==> src/rtl/sa_pkg.sv <==
// Shared types and defaults for the systolic-array sequencing controller.
package sa_pkg;

  typedef enum logic [2:0] {
    IDLE,
    LOAD_W,
    COMPUTE,
    DRAIN,
    DONE
  } sa_ctrl_state_t;

  localparam logic MODE_LOAD    = 1'b0;
  localparam logic MODE_COMPUTE = 1'b1;

  localparam int unsigned DEF_NUM_ROWS = 4;
  localparam int unsigned DEF_NUM_COLS = 4;
  localparam int unsigned DEF_VEC_W    = 8;

  // Activation issue to de-skewed output: one hop per row plus one per column.
  function automatic int unsigned pipe_lat(input int unsigned rows, input int unsigned cols);
    return rows + cols;
  endfunction

endpackage

==> src/rtl/sa_controller_if.sv <==
// Scheduler/array-side signal bundle of sa_controller.
// o_perf_cycles exists only when SA_CTRL_PERF_EN is defined.
interface sa_controller_if #(
  parameter int unsigned VEC_W    = 8,
  parameter int unsigned NUM_ROWS = 4
);
  localparam int unsigned RA_W = $clog2(NUM_ROWS);

  logic              i_start;
  logic [VEC_W-1:0]  i_num_vecs;
  logic              i_acc;
  logic              o_busy;
  logic              o_done;
  logic              o_mode;
  logic              o_load_psum;
  logic              o_w_rd_en;
  logic [RA_W-1:0]   o_w_rd_addr;
  logic              o_act_rd_en;
  logic [VEC_W-1:0]  o_act_rd_addr;
  logic              o_psum_rd_en;
  logic              o_out_wr_en;
  logic [VEC_W-1:0]  o_out_wr_addr;
`ifdef SA_CTRL_PERF_EN
  logic [31:0]       o_perf_cycles;
`endif

  // master: tile scheduler side; slave: the controller.
  modport master (
`ifdef SA_CTRL_PERF_EN
    input  o_perf_cycles,
`endif
    output i_start, i_num_vecs, i_acc,
    input  o_busy, o_done, o_mode, o_load_psum, o_w_rd_en, o_w_rd_addr,
    input  o_act_rd_en, o_act_rd_addr, o_psum_rd_en, o_out_wr_en, o_out_wr_addr
  );

  modport slave (
`ifdef SA_CTRL_PERF_EN
    output o_perf_cycles,
`endif
    input  i_start, i_num_vecs, i_acc,
    output o_busy, o_done, o_mode, o_load_psum, o_w_rd_en, o_w_rd_addr,
    output o_act_rd_en, o_act_rd_addr, o_psum_rd_en, o_out_wr_en, o_out_wr_addr
  );

endinterface

==> src/rtl/sa_ctrl_vld_pipe.sv <==
// Shift register tracking in-flight activation vectors {valid, index} up to the output buffer.
module sa_ctrl_vld_pipe #(
  parameter int unsigned DEPTH = 8,
  parameter int unsigned VEC_W = 8
) (
  input  logic             clk,
  input  logic             rst_n,
  input  logic             i_vld,
  input  logic [VEC_W-1:0] i_idx,
  output logic             o_vld,
  output logic [VEC_W-1:0] o_idx,
  output logic             o_empty
);

  logic [DEPTH-1:0] vld_q;
  logic [VEC_W-1:0] idx_q [DEPTH];

  always_ff @(posedge clk or negedge rst_n) begin
    if (!rst_n) begin
      vld_q <= '0;
      for (int i = 0; i < DEPTH; i++) idx_q[i] <= '0;
    end else begin
      vld_q    <= {vld_q[DEPTH-2:0], i_vld};
      idx_q[0] <= i_idx;
      for (int i = 1; i < DEPTH; i++) idx_q[i] <= idx_q[i-1];
    end
  end

  assign o_vld   = vld_q[DEPTH-1];
  assign o_idx   = idx_q[DEPTH-1];
  // Empty once only the stage currently presenting a write (or nothing) remains.
  assign o_empty = ~|vld_q[DEPTH-2:0];

endmodule

==> src/rtl/sa_controller.sv <==
// Tile sequencer for the weight-stationary systolic array: weight load, activation stream, drain.
// Define SA_CTRL_PERF_EN to add the o_perf_cycles busy-cycle counter.
//
// state   | meaning
// IDLE    | waiting for i_start; latches num_vecs/acc on accept
// LOAD_W  | NUM_ROWS cycles of weight reads, bottom row first
// COMPUTE | num_vecs cycles of activation (and optional psum) reads
// DRAIN   | wait for in-flight vectors to reach the output buffer
// DONE    | one-cycle o_done pulse
module sa_controller
  import sa_pkg::*;
#(
  parameter int unsigned NUM_ROWS = DEF_NUM_ROWS,
  parameter int unsigned NUM_COLS = DEF_NUM_COLS,
  parameter int unsigned PIPE_LAT = pipe_lat(NUM_ROWS, NUM_COLS),
  parameter int unsigned VEC_W    = DEF_VEC_W
) (
  input  logic           clk,
  input  logic           rst_n,
  sa_controller_if.slave bus
);

  localparam int unsigned     RA_W     = $clog2(NUM_ROWS);
  localparam logic [RA_W-1:0] LAST_ROW = RA_W'(NUM_ROWS - 1);

  sa_ctrl_state_t   state_q, state_d;
  logic [RA_W-1:0]  row_q, row_d;
  logic [VEC_W-1:0] nv_q, nv_d;
  logic [VEC_W-1:0] vrem_q, vrem_d;
  logic [VEC_W-1:0] vidx_q, vidx_d;
  logic             acc_q, acc_d;
  logic             start_acc;

  logic             busy_q, busy_d;
  logic             done_q, done_d;
  logic             mode_q, mode_d;
  logic             w_en_q, w_en_d;
  logic [RA_W-1:0]  w_addr_q, w_addr_d;
  logic             act_en_q, act_en_d;
  logic [VEC_W-1:0] act_addr_q, act_addr_d;
  logic             psum_q, psum_d;

  logic             pipe_empty;
  logic             out_wr_en;
  logic [VEC_W-1:0] out_wr_addr;

  always_comb begin
    state_d   = state_q;
    row_d     = row_q;
    nv_d      = nv_q;
    vrem_d    = vrem_q;
    vidx_d    = vidx_q;
    acc_d     = acc_q;
    start_acc = 1'b0;

    case (state_q)
      IDLE: begin
        if (bus.i_start) begin
          start_acc = 1'b1;
          state_d   = LOAD_W;
          nv_d      = bus.i_num_vecs;
          acc_d     = bus.i_acc;
          row_d     = LAST_ROW;
        end
      end
      LOAD_W: begin
        if (row_q == '0) begin
          state_d = (nv_q == '0) ? DRAIN : COMPUTE;
          vrem_d  = nv_q - VEC_W'(1);
          vidx_d  = '0;
        end else begin
          row_d = row_q - RA_W'(1);
        end
      end
      COMPUTE: begin
        if (vrem_q == '0) begin
          state_d = DRAIN;
        end else begin
          vrem_d = vrem_q - VEC_W'(1);
          vidx_d = vidx_q + VEC_W'(1);
        end
      end
      DRAIN:   if (pipe_empty) state_d = DONE;
      DONE:    state_d = IDLE;
      default: state_d = IDLE;
    endcase

    // Outputs are decoded from the next state so the registered copies line up with state_q.
    busy_d     = (state_d != IDLE);
    done_d     = (state_d == DONE);
    mode_d     = (state_d == COMPUTE || state_d == DRAIN) ? MODE_COMPUTE : MODE_LOAD;
    w_en_d     = (state_d == LOAD_W);
    w_addr_d   = w_en_d ? row_d : '0;
    act_en_d   = (state_d == COMPUTE);
    act_addr_d = act_en_d ? vidx_d : '0;
    psum_d     = act_en_d & acc_d;
  end

  always_ff @(posedge clk or negedge rst_n) begin
    if (!rst_n) begin
      state_q    <= IDLE;
      row_q      <= '0;
      nv_q       <= '0;
      vrem_q     <= '0;
      vidx_q     <= '0;
      acc_q      <= 1'b0;
      busy_q     <= 1'b0;
      done_q     <= 1'b0;
      mode_q     <= MODE_LOAD;
      w_en_q     <= 1'b0;
      w_addr_q   <= '0;
      act_en_q   <= 1'b0;
      act_addr_q <= '0;
      psum_q     <= 1'b0;
    end else begin
      state_q    <= state_d;
      row_q      <= row_d;
      nv_q       <= nv_d;
      vrem_q     <= vrem_d;
      vidx_q     <= vidx_d;
      acc_q      <= acc_d;
      busy_q     <= busy_d;
      done_q     <= done_d;
      mode_q     <= mode_d;
      w_en_q     <= w_en_d;
      w_addr_q   <= w_addr_d;
      act_en_q   <= act_en_d;
      act_addr_q <= act_addr_d;
      psum_q     <= psum_d;
    end
  end

  sa_ctrl_vld_pipe #(
    .DEPTH (PIPE_LAT),
    .VEC_W (VEC_W)
  ) u_vld_pipe (
    .clk     (clk),
    .rst_n   (rst_n),
    .i_vld   (act_en_q),
    .i_idx   (act_addr_q),
    .o_vld   (out_wr_en),
    .o_idx   (out_wr_addr),
    .o_empty (pipe_empty)
  );

`ifdef SA_CTRL_PERF_EN
  logic [31:0] perf_q;

  always_ff @(posedge clk or negedge rst_n) begin
    if (!rst_n) begin
      perf_q <= '0;
    end else if (start_acc) begin
      perf_q <= '0;
    end else if (state_q != IDLE && perf_q != '1) begin
      perf_q <= perf_q + 32'd1;
    end
  end

  assign bus.o_perf_cycles = perf_q;
`endif

  assign bus.o_busy        = busy_q;
  assign bus.o_done        = done_q;
  assign bus.o_mode        = mode_q;
  assign bus.o_load_psum   = psum_q;
  assign bus.o_w_rd_en     = w_en_q;
  assign bus.o_w_rd_addr   = w_addr_q;
  assign bus.o_act_rd_en   = act_en_q;
  assign bus.o_act_rd_addr = act_addr_q;
  assign bus.o_psum_rd_en  = psum_q;
  assign bus.o_out_wr_en   = out_wr_en;
  assign bus.o_out_wr_addr = out_wr_addr;

endmodule

==> src/flat_wrapper.sv <==
// flat-port wrapper written by rule: the top's interface ports become plain ports
module sa_controller_flat import sa_pkg::*;
#(
  parameter int unsigned NUM_ROWS = DEF_NUM_ROWS,
  parameter int unsigned NUM_COLS = DEF_NUM_COLS,
  parameter int unsigned PIPE_LAT = pipe_lat(NUM_ROWS, NUM_COLS),
  parameter int unsigned VEC_W    = DEF_VEC_W
)
  (clk, rst_n, bus_i_start, bus_i_num_vecs, bus_i_acc, bus_o_busy, bus_o_done, bus_o_mode, bus_o_load_psum, bus_o_w_rd_en, bus_o_w_rd_addr, bus_o_act_rd_en, bus_o_act_rd_addr, bus_o_psum_rd_en, bus_o_out_wr_en, bus_o_out_wr_addr);
  sa_controller_if #(.VEC_W(VEC_W), .NUM_ROWS(NUM_ROWS)) bus_i ();
  input  logic clk;
  input  logic rst_n;
  input wire logic [$bits(bus_i.i_start)-1:0] bus_i_start;
  input wire logic [$bits(bus_i.i_num_vecs)-1:0] bus_i_num_vecs;
  input wire logic [$bits(bus_i.i_acc)-1:0] bus_i_acc;
  output wire logic [$bits(bus_i.o_busy)-1:0] bus_o_busy;
  output wire logic [$bits(bus_i.o_done)-1:0] bus_o_done;
  output wire logic [$bits(bus_i.o_mode)-1:0] bus_o_mode;
  output wire logic [$bits(bus_i.o_load_psum)-1:0] bus_o_load_psum;
  output wire logic [$bits(bus_i.o_w_rd_en)-1:0] bus_o_w_rd_en;
  output wire logic [$bits(bus_i.o_w_rd_addr)-1:0] bus_o_w_rd_addr;
  output wire logic [$bits(bus_i.o_act_rd_en)-1:0] bus_o_act_rd_en;
  output wire logic [$bits(bus_i.o_act_rd_addr)-1:0] bus_o_act_rd_addr;
  output wire logic [$bits(bus_i.o_psum_rd_en)-1:0] bus_o_psum_rd_en;
  output wire logic [$bits(bus_i.o_out_wr_en)-1:0] bus_o_out_wr_en;
  output wire logic [$bits(bus_i.o_out_wr_addr)-1:0] bus_o_out_wr_addr;
  assign bus_i.i_start = bus_i_start;
  assign bus_i.i_num_vecs = bus_i_num_vecs;
  assign bus_i.i_acc = bus_i_acc;
  assign bus_o_busy = bus_i.o_busy;
  assign bus_o_done = bus_i.o_done;
  assign bus_o_mode = bus_i.o_mode;
  assign bus_o_load_psum = bus_i.o_load_psum;
  assign bus_o_w_rd_en = bus_i.o_w_rd_en;
  assign bus_o_w_rd_addr = bus_i.o_w_rd_addr;
  assign bus_o_act_rd_en = bus_i.o_act_rd_en;
  assign bus_o_act_rd_addr = bus_i.o_act_rd_addr;
  assign bus_o_psum_rd_en = bus_i.o_psum_rd_en;
  assign bus_o_out_wr_en = bus_i.o_out_wr_en;
  assign bus_o_out_wr_addr = bus_i.o_out_wr_addr;
  sa_controller #(.NUM_ROWS(NUM_ROWS), .NUM_COLS(NUM_COLS), .PIPE_LAT(PIPE_LAT), .VEC_W(VEC_W)) u_core (.clk(clk), .rst_n(rst_n), .bus(bus_i));
endmodule
==> config.mk <==
export PLATFORM = sky130hd
export DESIGN_NAME = sa_controller_flat
export DESIGN_NICKNAME = d
export VERILOG_FILES = /design/src/rtl/sa_pkg.sv /design/src/rtl/sa_controller_if.sv /design/src/rtl/sa_ctrl_vld_pipe.sv /design/src/rtl/sa_controller.sv /design/src/flat_wrapper.sv
export SDC_FILE = /design/constraint.sdc
export NUM_CORES = 1
export LEC_CHECK = 0
export CORE_ASPECT_RATIO = 1.25
export CORE_MARGIN = 2
export CORE_UTILIZATION = 60
export CTS_BUF_LIST = sky130_fd_sc_hd__clkbuf_8 sky130_fd_sc_hd__clkbuf_16
export CTS_CLUSTER_DIAMETER = 50
export DETAILED_ROUTE_END_ITERATION = 8
export PLACE_DENSITY = 0.83
export SYNTH_ARGS = -nofsm -noshare
export SYNTH_HDL_FRONTEND = slang
export SYNTH_SLANG_ARGS = --single-unit
==> constraint.sdc <==
create_clock -name clk -period 6.7 [get_ports clk]
set_input_delay 1.005 -clock clk [delete_from_list [all_inputs] [get_ports clk]]
set_output_delay 1.005 -clock clk [all_outputs]
set_load 0.05 [all_outputs]
==> impl_results.md <==
* #FFs+latches synth at 118
* Clock slew at reported path FFs at about 60 ps
* CTS buffer count at 17
* Longest Clk Path Bufs at 2
* Setup_tns at 0 ps
* Starting density of the core at 62.4%
* Die area at between 7000 and 8000 µm²
* EDFF count, synth at 0
* Syn Area/Cell at 14.7 µm²
* Post-CTS Hold Fix Bufs at 0
* Peak VDD IR at between 300 and 400 µV
* Die Span Y at 96.4 µm
* Synth unique cells at 53
* Worst setup SP type: flop
* P_int at approximately 1.8 mW
* Fraction of layout cells with a size suffix above 1 at between 10% and 20%
* ANT cells at 0
* Antenna-violating nets left at 0
* Status: complete, no violations
* RSZ-0062 raised after global routing: no
* Final GP Congestion at approximately 0.83
* Final Hold Viols at 0
* Rel. slew slack at between 20 and 30%
* Area grow syn2layout at 24.6%
* Worst Skew at 6.53 ps
* Finished layout cell area at 5100 µm²
* Clock Latency Late Sink at roughly 520 ps
* Clock sink count at 118
* CP peak stage delay at roughly 730 ps
* Leak pwr at ~2.3 nW
* I/O Pins at 38
* Setup slack, reg-to-reg at between 3000 and 4000 ps
* Placeable Area at between 6000 and 7000 µm²
* Yosys top cell area share at around 72%
* Via count at 2624
* Drt total wl at between 9000 and 10000 µm
* Hold depth at 0
* Global-route wire length before repair at between 15000 and 20000 µm
* Sequential share of power at a little over two fifths
* Sequential cell area fraction in the yosys report at 72.1%
* Initial antenna violation count at 0
* Ys async rst share at 100%
* Number of global-route vias before repair at 2689
* Clock share of power at between 30 and 40%
* Post-synth top area cell: dfrtp_1
* Post-route DRC at 0
* Placed Instance Area at 4490 µm²
* Most instantiated cells after synthesis: dfrtp_1, nand2_1, mux2_2
* Worst Max-Slew Pin Slew at 1080 ps
* Post-CTS setup buffers at 0
* Syn Inst Count at 279
* Switching Share at approximately a third
* GR Overflow Total at 0
* H-tree Lvls at 4
* Post-Syn Nets at 293
* Maxcap violations at 0
* R2R Path Start: u_core.state_q[0]
* GRT busiest layer: met2
* GRT Util Overall at between 20 and 30%
* Critical path peak fanout at 16
* Layout Nets at approximately 340
* CP cell instances: or3b_1 > mux2i_1 > ha_1 > nor3b_1 > o22ai_1 > a22o_1
* Largest net degree at the start of global routing at 82
* Hold EP: u_core.u_vld_pipe.idx_q[35]
* Post-CTS resize count at 0
* Reg2reg end: u_core.vrem_q[4]
* Met1 Use GR at 34.7%
* CP top delay family: simple AND/OR/NAND/NOR gates
* Drt first pass iters at 6
* HPWL Detailed at ~4800 µm
* Main area contributors after synthesis: dfrtp_1, mux2_2, buf_4
* Synth Cell Area at 4090 µm²
* Worst path slowest cell: or3b_1
* Combinational share of power at 23.3%
* Iter 0 DRT Violations at 313
* Row count at 33
* Power per cell area at about 530 nW/µm²
* Worst min path class: flop to flop
* Hold Startpoint: u_core.u_vld_pipe.idx_q[43]
* Fillcell total at 308
* Clock tree from TritonCTS: done
* P_sw at around 0.9 mW
* Top FF cell, synth: dfrtp_1
* Worst Path Required at roughly 7000 ps
* Period minus WS final at roughly 2800 ps
* Final Setup Violations at 0
* Critical Path Sink Type: flop
* Average wire per standard cell at about 23 µm
* Post-route clock period utilization at between 40% and 50%
* Critical setup path kind: flop to flop
* Warnings from Yosys at 0
* Achievable Freq at between 300 and 400 MHz
* Root buffer cell: clkbuf_8
* Buffers & Inverters on Critical Path at 0
* Die width at 77.9 µm
* Met2 Use GR at a little under half
* Most frequent cell after synthesis: dfrtp_1
* Length in cells of the worst reg-to-reg path at 6
* CP Data Arrival Time at 3230 ps
* Port Buffer Count at 37
* Vias per cell at ~6.2
* Met3 global-route usage at under 10%
* Max-slew violation count at 0
## cells in the final DEF (no fill, tap or decap), drive strengths merged, types with 6 or more instances in the layout
master / instances
dfrtp: 118
clkdlybuf4s50: 36
clkbuf: 18
nand2: 11
mux2: 10
nor2: 10
inv: 10
nor3b: 8
nand4: 7
nor3: 7
nand3: 6
o22ai: 6
a21oi: 6
## flip-flops by register name (all words and copies together), names as in the netlist
name / count
u_core.bus.o_done: 1
u_core.u_vld_pipe.o_idx: 8
u_core.u_vld_pipe.idx_q: 56
u_core.bus.o_act_rd_addr: 8
u_core.nv_q: 8
u_core.vrem_q: 8
u_core.u_vld_pipe.vld_q: 8
u_core.vidx_q: 8
u_core.bus.o_mode: 1
u_core.bus.o_w_rd_addr: 2
u_core.acc_q: 1
u_core.bus.o_w_rd_en: 1
u_core.state_q: 3
u_core.bus.o_load_psum: 1
u_core.bus.o_act_rd_en: 1
u_core.row_q: 2
u_core.bus.o_busy: 1
## cell type report
| type | count | area, µm² | share of cell area [%] |
|---|---|---|---|
| Sequential cell | 118 | 2950 | 57.9 |
| Multi-Input combinational cell | 137 | 1010 | 19.9 |
| Clock buffer | 18 | 428 | 8.39 |
| Timing Repair Buffer | 40 | 390 | 7.65 |
| Clock inverter | 13 | 180 | 3.53 |
| Tap cell | 87 | 109 | 2.13 |
| Inverter | 7 | 26.3 | 0.515 |
## power groups by stage
stage	Clock [mW]	Sequential [mW]	Combinational [mW]
floorplan	0	1.15	0.386
global placement	0	1.10	0.577
detailed placement	0	1.12	0.600
CTS	0.939	1.14	0.622
global route	0.981	1.16	0.668
finish	0.937	1.14	0.630
## through the flow
| step | hold slack, ps | instances | util [%] | setup slack (ps) | power (mW) |
|---|---|---|---|---|---|
| CTS | 345 | 420 | 77.7 | 3930 | 2.70 |
| global placement | 331 | 389 | 68.4 | 3950 | 1.68 |
| detailed placement | 335 | 389 | 68.4 | 3860 | 1.72 |
| finish | 346 | 420 | 77.7 | 3870 | 2.71 |
| floorplan | 331 | 279 | - | 4240 | 1.53 |
| global route | 351 | 420 | 77.7 | 3730 | 2.81 |
## layer usage
metal  vias to the layer above  part of all wire (%)  routed length, µm
met3                        45                   6.2                593
met4                         0                   3.5                330
li1                       1075                     -                  -
met2                       166                    52               4930
met1                      1338                    38               3640
met5                         -                     0                  0
## kinds of logic (layout without fill, tap and decap cells)
kind of cell	after synthesis	count (layout)	synth area share (%)
and+or+nand+nor	71	71	10.8
AOI/OAI and AO/OA	47	47	8.80
adders and majority gates	2	2	0.611
buffers and inverters	24	78	3.24
muxes	15	15	3.97
xor gates and xnor gates	2	2	0.428
DFF	118	118	72.1
## worst max-delay path by stage
stage                     slack, ps               from  cells after the start                   endpoint
after floorplan                4240  u_core.state_q[0]                     10           u_core.vrem_q[4]
after global placement         3950        bus_i_start                      6  u_core.bus.o_w_rd_addr[0]
after detailed placement       3860        bus_i_start                      6  u_core.bus.o_w_rd_addr[0]
after CTS                      3930  u_core.state_q[0]                      6           u_core.vrem_q[4]
after global routing           3730  u_core.state_q[0]                      6           u_core.vrem_q[4]
final                          3870  u_core.state_q[0]                      6           u_core.vrem_q[4]
Note: power is estimated with default switching activity, not from simulation.
